File: src/rtl/regex_cpu_memory_arbiter_pkg.sv
// Shared regex CPU package: instruction word constants, opcode encoding and
// the instruction-memory arbiter state encoding.
package regex_cpu_memory_arbiter_pkg;

  localparam int unsigned INSTR_WIDTH      = 20;
  localparam int unsigned INSTR_ADDR_WIDTH = 11;
  localparam int unsigned OPCODE_WIDTH     = 3;
  localparam int unsigned OPERAND_WIDTH    = INSTR_WIDTH - OPCODE_WIDTH;

  typedef enum logic [OPCODE_WIDTH-1:0] {
    OP_CHAR   = 3'd0,
    OP_ANY    = 3'd1,
    OP_JMP    = 3'd2,
    OP_SPLIT  = 3'd3,
    OP_MATCH  = 3'd4
  } opcode_t;

  typedef enum logic [1:0] {
    IDLE  = 2'd0,
    GRANT = 2'd1,
    RESP  = 2'd2
  } arb_state_t;

endpackage

File: src/rtl/regex_cpu_memory_arbiter_rr_priority_picker.sv
// Round-robin priority picker: first set request at or above i_ptr, wrapping.
module rr_priority_picker
  import regex_cpu_memory_arbiter_pkg::*;
#(
  parameter int unsigned WIDTH = 4,
  parameter int unsigned IDX_W = $clog2(WIDTH)
) (
  input  logic [WIDTH-1:0] i_req,
  input  logic [IDX_W-1:0] i_ptr,
  output logic [IDX_W-1:0] o_idx_c,
  output logic             o_found_c
);

  logic [IDX_W-1:0] w_pos;

  // Walk from farthest to nearest so the nearest hit to i_ptr is the one kept.
  always_comb begin
    o_idx_c   = '0;
    o_found_c = 1'b0;
    w_pos     = '0;
    for (int k = int'(WIDTH) - 1; k >= 0; k--) begin
      w_pos = i_ptr + IDX_W'(k);
      if (i_req[w_pos]) begin
        o_idx_c   = w_pos;
        o_found_c = 1'b1;
      end
    end
  end

endmodule

File: src/rtl/regex_cpu_memory_arbiter.sv
// Round-robin arbiter sharing one instruction-memory port among NUM_CPUS
// regex CPUs, with a single outstanding memory transaction.
module regex_cpu_memory_arbiter
  import regex_cpu_memory_arbiter_pkg::*;
#(
  parameter int unsigned NUM_CPUS          = 4,
  parameter int unsigned MEMORY_WIDTH      = INSTR_WIDTH,
  parameter int unsigned MEMORY_ADDR_WIDTH = INSTR_ADDR_WIDTH,
  parameter int unsigned CPU_ID_BITS       = $clog2(NUM_CPUS)
) (
  input  logic                                  clk,
  input  logic                                  rst,
  input  logic [NUM_CPUS-1:0]                   cpu_memory_valid,
  input  logic [NUM_CPUS*MEMORY_ADDR_WIDTH-1:0] cpu_memory_addr,
  output logic [NUM_CPUS-1:0]                   cpu_memory_ready,
  output logic [MEMORY_WIDTH-1:0]               cpu_memory_data,
  output logic                                  memory_valid,
  output logic [MEMORY_ADDR_WIDTH-1:0]          memory_addr,
  input  logic                                  memory_ready,
  input  logic [MEMORY_WIDTH-1:0]               memory_data,
  output logic [CPU_ID_BITS-1:0]                grant_id,
  output logic                                  busy
);

  arb_state_t                   r_state,     w_state;
  logic [CPU_ID_BITS-1:0]       r_rr_ptr,    w_rr_ptr;
  logic [NUM_CPUS-1:0]          r_mask,      w_mask;
  logic                         r_mem_valid, w_mem_valid;
  logic [MEMORY_ADDR_WIDTH-1:0] r_mem_addr,  w_mem_addr;
  logic [NUM_CPUS-1:0]          r_cpu_ready, w_cpu_ready;
  logic [MEMORY_WIDTH-1:0]      r_cpu_data,  w_cpu_data;
  logic [CPU_ID_BITS-1:0]       r_grant_id,  w_grant_id;
  logic                         r_busy,      w_busy;

  logic [MEMORY_ADDR_WIDTH-1:0] w_cpu_addr [NUM_CPUS];
  logic [NUM_CPUS-1:0]          w_req;
  logic [CPU_ID_BITS-1:0]       w_pick_idx;
  logic                         w_pick_found;

  for (genvar g = 0; g < NUM_CPUS; g++) begin : g_addr_unpack
    assign w_cpu_addr[g] = cpu_memory_addr[g*MEMORY_ADDR_WIDTH +: MEMORY_ADDR_WIDTH];
  end

  // The one-cycle mask hides the CPU just served while its stale valid drains.
  assign w_req = cpu_memory_valid & ~r_mask;

  rr_priority_picker #(
    .WIDTH (NUM_CPUS),
    .IDX_W (CPU_ID_BITS)
  ) u_picker (
    .i_req     (w_req),
    .i_ptr     (r_rr_ptr),
    .o_idx_c   (w_pick_idx),
    .o_found_c (w_pick_found)
  );

  always_ff @(posedge clk or negedge rst) begin
    if (!rst) begin
      r_state     <= IDLE;
      r_rr_ptr    <= '0;
      r_mask      <= '0;
      r_mem_valid <= 1'b0;
      r_mem_addr  <= '0;
      r_cpu_ready <= '0;
      r_cpu_data  <= '0;
      r_grant_id  <= '0;
      r_busy      <= 1'b0;
    end else begin
      r_state     <= w_state;
      r_rr_ptr    <= w_rr_ptr;
      r_mask      <= w_mask;
      r_mem_valid <= w_mem_valid;
      r_mem_addr  <= w_mem_addr;
      r_cpu_ready <= w_cpu_ready;
      r_cpu_data  <= w_cpu_data;
      r_grant_id  <= w_grant_id;
      r_busy      <= w_busy;
    end
  end

  always_comb begin
    w_state     = r_state;
    w_rr_ptr    = r_rr_ptr;
    w_mask      = r_mask;
    w_mem_valid = r_mem_valid;
    w_mem_addr  = r_mem_addr;
    w_cpu_ready = '0;
    w_cpu_data  = r_cpu_data;
    w_grant_id  = r_grant_id;
    w_busy      = r_busy;

    unique case (r_state)
      IDLE: begin
        w_mask = '0;
        if (w_pick_found) begin
          w_state     = GRANT;
          w_mem_valid = 1'b1;
          w_mem_addr  = w_cpu_addr[w_pick_idx];
          w_grant_id  = w_pick_idx;
          w_rr_ptr    = w_pick_idx + CPU_ID_BITS'(1);
          w_busy      = 1'b1;
        end
      end
      GRANT: begin
        if (memory_ready) begin
          w_state     = RESP;
          w_mem_valid = 1'b0;
          w_cpu_data  = memory_data;
          w_cpu_ready = NUM_CPUS'(1) << r_grant_id;
        end
      end
      RESP: begin
        w_state = IDLE;
        w_busy  = 1'b0;
        w_mask  = NUM_CPUS'(1) << r_grant_id;
      end
      default: begin
        w_state = IDLE;
      end
    endcase
  end

  assign cpu_memory_ready = r_cpu_ready;
  assign cpu_memory_data  = r_cpu_data;
  assign memory_valid     = r_mem_valid;
  assign memory_addr      = r_mem_addr;
  assign grant_id         = r_grant_id;
  assign busy             = r_busy;

endmodule

File: config.mk
export PLATFORM = sky130hd
export DESIGN_NAME = regex_cpu_memory_arbiter
export DESIGN_NICKNAME = d
export VERILOG_FILES = /design/src/rtl/regex_cpu_memory_arbiter_pkg.sv /design/src/rtl/regex_cpu_memory_arbiter_rr_priority_picker.sv /design/src/rtl/regex_cpu_memory_arbiter.sv
export SDC_FILE = /design/constraint.sdc
export NUM_CORES = 1
export LEC_CHECK = 0
export CAP_MARGIN = 20
export CORE_AREA = 8 8 84 86
export CTS_BUF_LIST = sky130_fd_sc_hd__clkbuf_16
export DETAILED_ROUTE_END_ITERATION = 10
export DIE_AREA = 0 0 92 94
export PLACE_DENSITY = 0.75
export SYNTH_ARGS = -nofsm -noshare
export SYNTH_HDL_FRONTEND = slang
export SYNTH_SLANG_ARGS = --single-unit
export TNS_END_PERCENT = 100
File: constraint.sdc
create_clock -name clk -period 2.5 [get_ports clk]
set_input_delay 0.5 -clock clk [delete_from_list [all_inputs] [get_ports clk]]
set_output_delay 0.5 -clock clk [all_outputs]
set_load 0.02 [all_outputs]
==> results.sh <==
export IMPL_outcome="complete, no violations"
export IMPL_r2r_end="memory_addr[9]$_DFFE_PN0P_"
export IMPL_netSwitchingPower_uw=1610
export IMPL_path_class="input pin to flip-flop"
export IMPL_swShare=0.391
export IMPL_internal_power_uw=2510
export IMPL_cp_arrival_ns=2.28
export IMPL_power_density_nw_per_um2=1170
export IMPL_grt_max_degree=26
export IMPL_yosysWarningCount=0
export IMPL_worst_slack_ns=0.377
export IMPL_dieArea_um2=8650
export IMPL_drt_iter0_drc=68
export IMPL_syn_nets=286
export IMPL_die_x_um=92
export IMPL_holdCritPathClass="input pin to asynchronous set/reset pin"
export IMPL_clk_pin_slew_ns=0.06
export IMPL_cp_top_family="buffers and inverters"
export IMPL_cp_slowest_cell="clkdlybuf4s50_1"
export IMPL_rsz0062_at_grt="no"
export IMPL_cts_sinks=47
export IMPL_syn_to_final_growth_pct=56.3
export IMPL_avgRoutedWirePerCell_um=15.6
export IMPL_cp_max_fo=24
export IMPL_layout_drive_gt1_share=0.0767
export IMPL_wl_met1_mm=2.62
export IMPL_setup_viol=0
export IMPL_ff2ff_setup_slack_ns=0.65
export IMPL_syn_cell_area_um2=2250
export IMPL_core_region_area_um2=5750
export IMPL_nets=396
export IMPL_hold_viol=0
export IMPL_dr_wl_met3_um=487
export IMPL_place_congestion=0.845
export IMPL_synth_seq_area_share=0.523
export IMPL_r2r_start="r_mask[2]$_DFFE_PN0P_"
export IMPL_p_clk_frac=0.152
export IMPL_p_leak_uw=0.00159
export IMPL_cts_inserted_buffers=5
export IMPL_rows=28
export IMPL_vias=1863
export IMPL_cts_root_buf="clkbuf_16"
export IMPL_worst_slew_pin_slew_ns=0.650
export IMPL_cp_cell_sequence="clkdlybuf4s50_1, or3b_1, o311ai_1, o21a_1, buf_12, mux2i_1, o221ai_2"
export IMPL_port_buffers=109
export IMPL_ys_async_sr_fraction=1.00
export IMPL_endpoint_kind="flip-flop"
export IMPL_critPathLaunchType="input pin"
export IMPL_pre_cts_ws_ns=0.0845
export IMPL_final_common_cell="clkdlybuf4s50_1"
export IMPL_first_pass_iters=4
export IMPL_antenna_found_initial=0
export IMPL_period_share=0.849
export IMPL_io_pins=110
export IMPL_n_antenna_cell=0
export IMPL_required_ns=2.66
export IMPL_grt_total_usage=0.142
export IMPL_wirelength_mm=6.24
export IMPL_ys_seq_elements=47
export IMPL_vias_per_cell=4.65
export IMPL_p_comb_frac=0.525
export IMPL_ctsResizeCount=0
export IMPL_fmax_ghz=0.471
export IMPL_p_seq_frac=0.323
export IMPL_slew_headroom=0.566
export IMPL_top_layer_used="met4"
export IMPL_synth_edf_count=0
export IMPL_post_cts_buffers=0
export IMPL_synthDistinctLibCells=34
export IMPL_tritoncts="yes"
export IMPL_cts_htree_levels=2
export IMPL_cts_hold_buf=0
export IMPL_fin_crit_ns=2.12
export IMPL_rr_worst_depth=6
export IMPL_ir_drop_uv=626
export IMPL_dp_hpwl_mm=4.66
export IMPL_syn_inst=215
export IMPL_grt_pass1_wl_mm=9.79
export IMPL_skew_ns=0.00609
export IMPL_grt_pass1_vias=1926
export IMPL_ctsLongestPathBuffers=2
export IMPL_maxCapViolCount=0
export IMPL_critPathBufInv=2
export IMPL_slew_violations=0
export IMPL_met2_length_mm=3.04
export IMPL_fin_setup_tns_ns=0
export IMPL_initial_core_util=0.391
export IMPL_n_fill_cell=503
export IMPL_clk_latency_ns=0.28
export IMPL_synth_ff_type="dfrtp_1"
export IMPL_final_cell_mix="clkdlybuf4s50_1, nand2_1, dfrtp_1"
export IMPL_crit_path_max_incr_delay_ns=0.49
export IMPL_die_h_um=94
export IMPL_ant_nets=0
export IMPL_syn_avg_cell_area_um2=10.5
export IMPL_grt_ovfl_total=0
export IMPL_drc=0
-- per-stage QoR --
step / util / hold slack [ns] / power [µW] / cells / cell area (µm²)
after global routing: 0.611 / 0.137 / 4370 / 401 / 3510
after CTS: 0.611 / 0.126 / 4170 / 401 / 3510
final: 0.611 / 0.120 / 4110 / 401 / 3510
after floorplan: - / 0.204 / 2670 / 215 / 2250
after global placement: 0.588 / 0.427 / 3480 / 393 / 3380
after detailed placement: 0.588 / 0.432 / 3520 / 393 / 3380
-- routing by layer --
layer	global-route usage	vias up
met5	0	-
met4	0.0470	0
met3	0.0592	8
met2	0.229	53
met1	0.168	860
li1	-	942
-- Yosys cell counts (2+ instances only) --
master | number | area share
nand2_1 | 81 | 0.14
dfrtp_1 | 47 | 0.52
mux2i_1 | 22 | 0.098
o221ai_2 | 7 | 0.047
nand2b_1 | 6 | 0.017
clkbuf_1 | 5 | 0.0084
o21ai_0 | 5 | 0.011
buf_6 | 4 | 0.020
o221ai_1 | 4 | 0.016
inv_1 | 3 | 0.0050
nand2b_4 | 3 | 0.018
and3b_1 | 2 | 0.0078
buf_12 | 2 | 0.018
nor2_1 | 2 | 0.0033
nor3b_1 | 2 | 0.0067
o21a_1 | 2 | 0.0067
-- power groups by stage --
| stage | Clock (µW) | Combinational, µW | Sequential, µW |
|---|---|---|---|
| finish | 625 | 2160 | 1330 |
| global route | 664 | 2330 | 1370 |
| CTS | 640 | 2200 | 1330 |
| detailed placement | 0 | 2190 | 1340 |
| global placement | 0 | 2160 | 1330 |
| floorplan | 0 | 1030 | 1630 |
-- flip-flops by register name (all words and copies together), names as in the netlist --
signal / count
r_mask: 4
r_rr_ptr: 2
grant_id: 2
r_state: 2
memory_addr: 11
cpu_memory_data: 20
cpu_memory_ready: 4
busy: 1
memory_valid: 1
-- cells by family (layout without fill, tap and decap cells) --
logic type | count (synthesis) | in the layout | synth area share
DFF | 47 | 47 | 0.523
xor gates and xnor gates | 1 | 1 | 0.00390
muxes | 23 | 23 | 0.103
AOI/OAI and AO/OA | 26 | 26 | 0.108
and+or+nand+nor | 102 | 102 | 0.207
buffers and inverters | 16 | 127 | 0.0551
-- worst max-delay path by stage --
stage                         from                         end  slack, ns  cells after the start
5_1_grt        cpu_memory_valid[0]  memory_addr[9]$_DFFE_PN0P_       0.22                      7
3_5_place_dp   cpu_memory_valid[2]  memory_addr[9]$_DFFE_PN0P_       0.08                      7
2_1_floorplan  cpu_memory_valid[2]  memory_addr[3]$_DFFE_PN0P_       0.71                      7
6_report       cpu_memory_valid[2]  memory_addr[9]$_DFFE_PN0P_       0.38                      7
3_3_place_gp   cpu_memory_valid[2]  memory_addr[4]$_DFFE_PN0P_       0.15                      7
4_1_cts        cpu_memory_valid[2]  memory_addr[5]$_DFFE_PN0P_       0.38                      7
-- worst register-to-register path: cells and delay by family, from the launching register on --
family | cells | cell delay (ns)
AOI/OAI and AO/OA | 3 | 0.63
buffers and inverters | 1 | 0.21
DFF | 1 | 0.40
muxes | 1 | 0.30
and+or+nand+nor | 1 | 0.19
-- area by class of cell --
class | count | area [µm²] | share of cell area
well taps | 75 | 93.8 | 0.0267
clock buffers | 5 | 125 | 0.0356
multi-input cells | 152 | 947 | 0.270
flip-flops and latches | 47 | 1180 | 0.335
clock inverters | 3 | 11.3 | 0.00321
repair buffers | 115 | 1140 | 0.326
inverters | 4 | 15.0 | 0.00428
No activity file was read; power rests on OpenSTA's default activity.
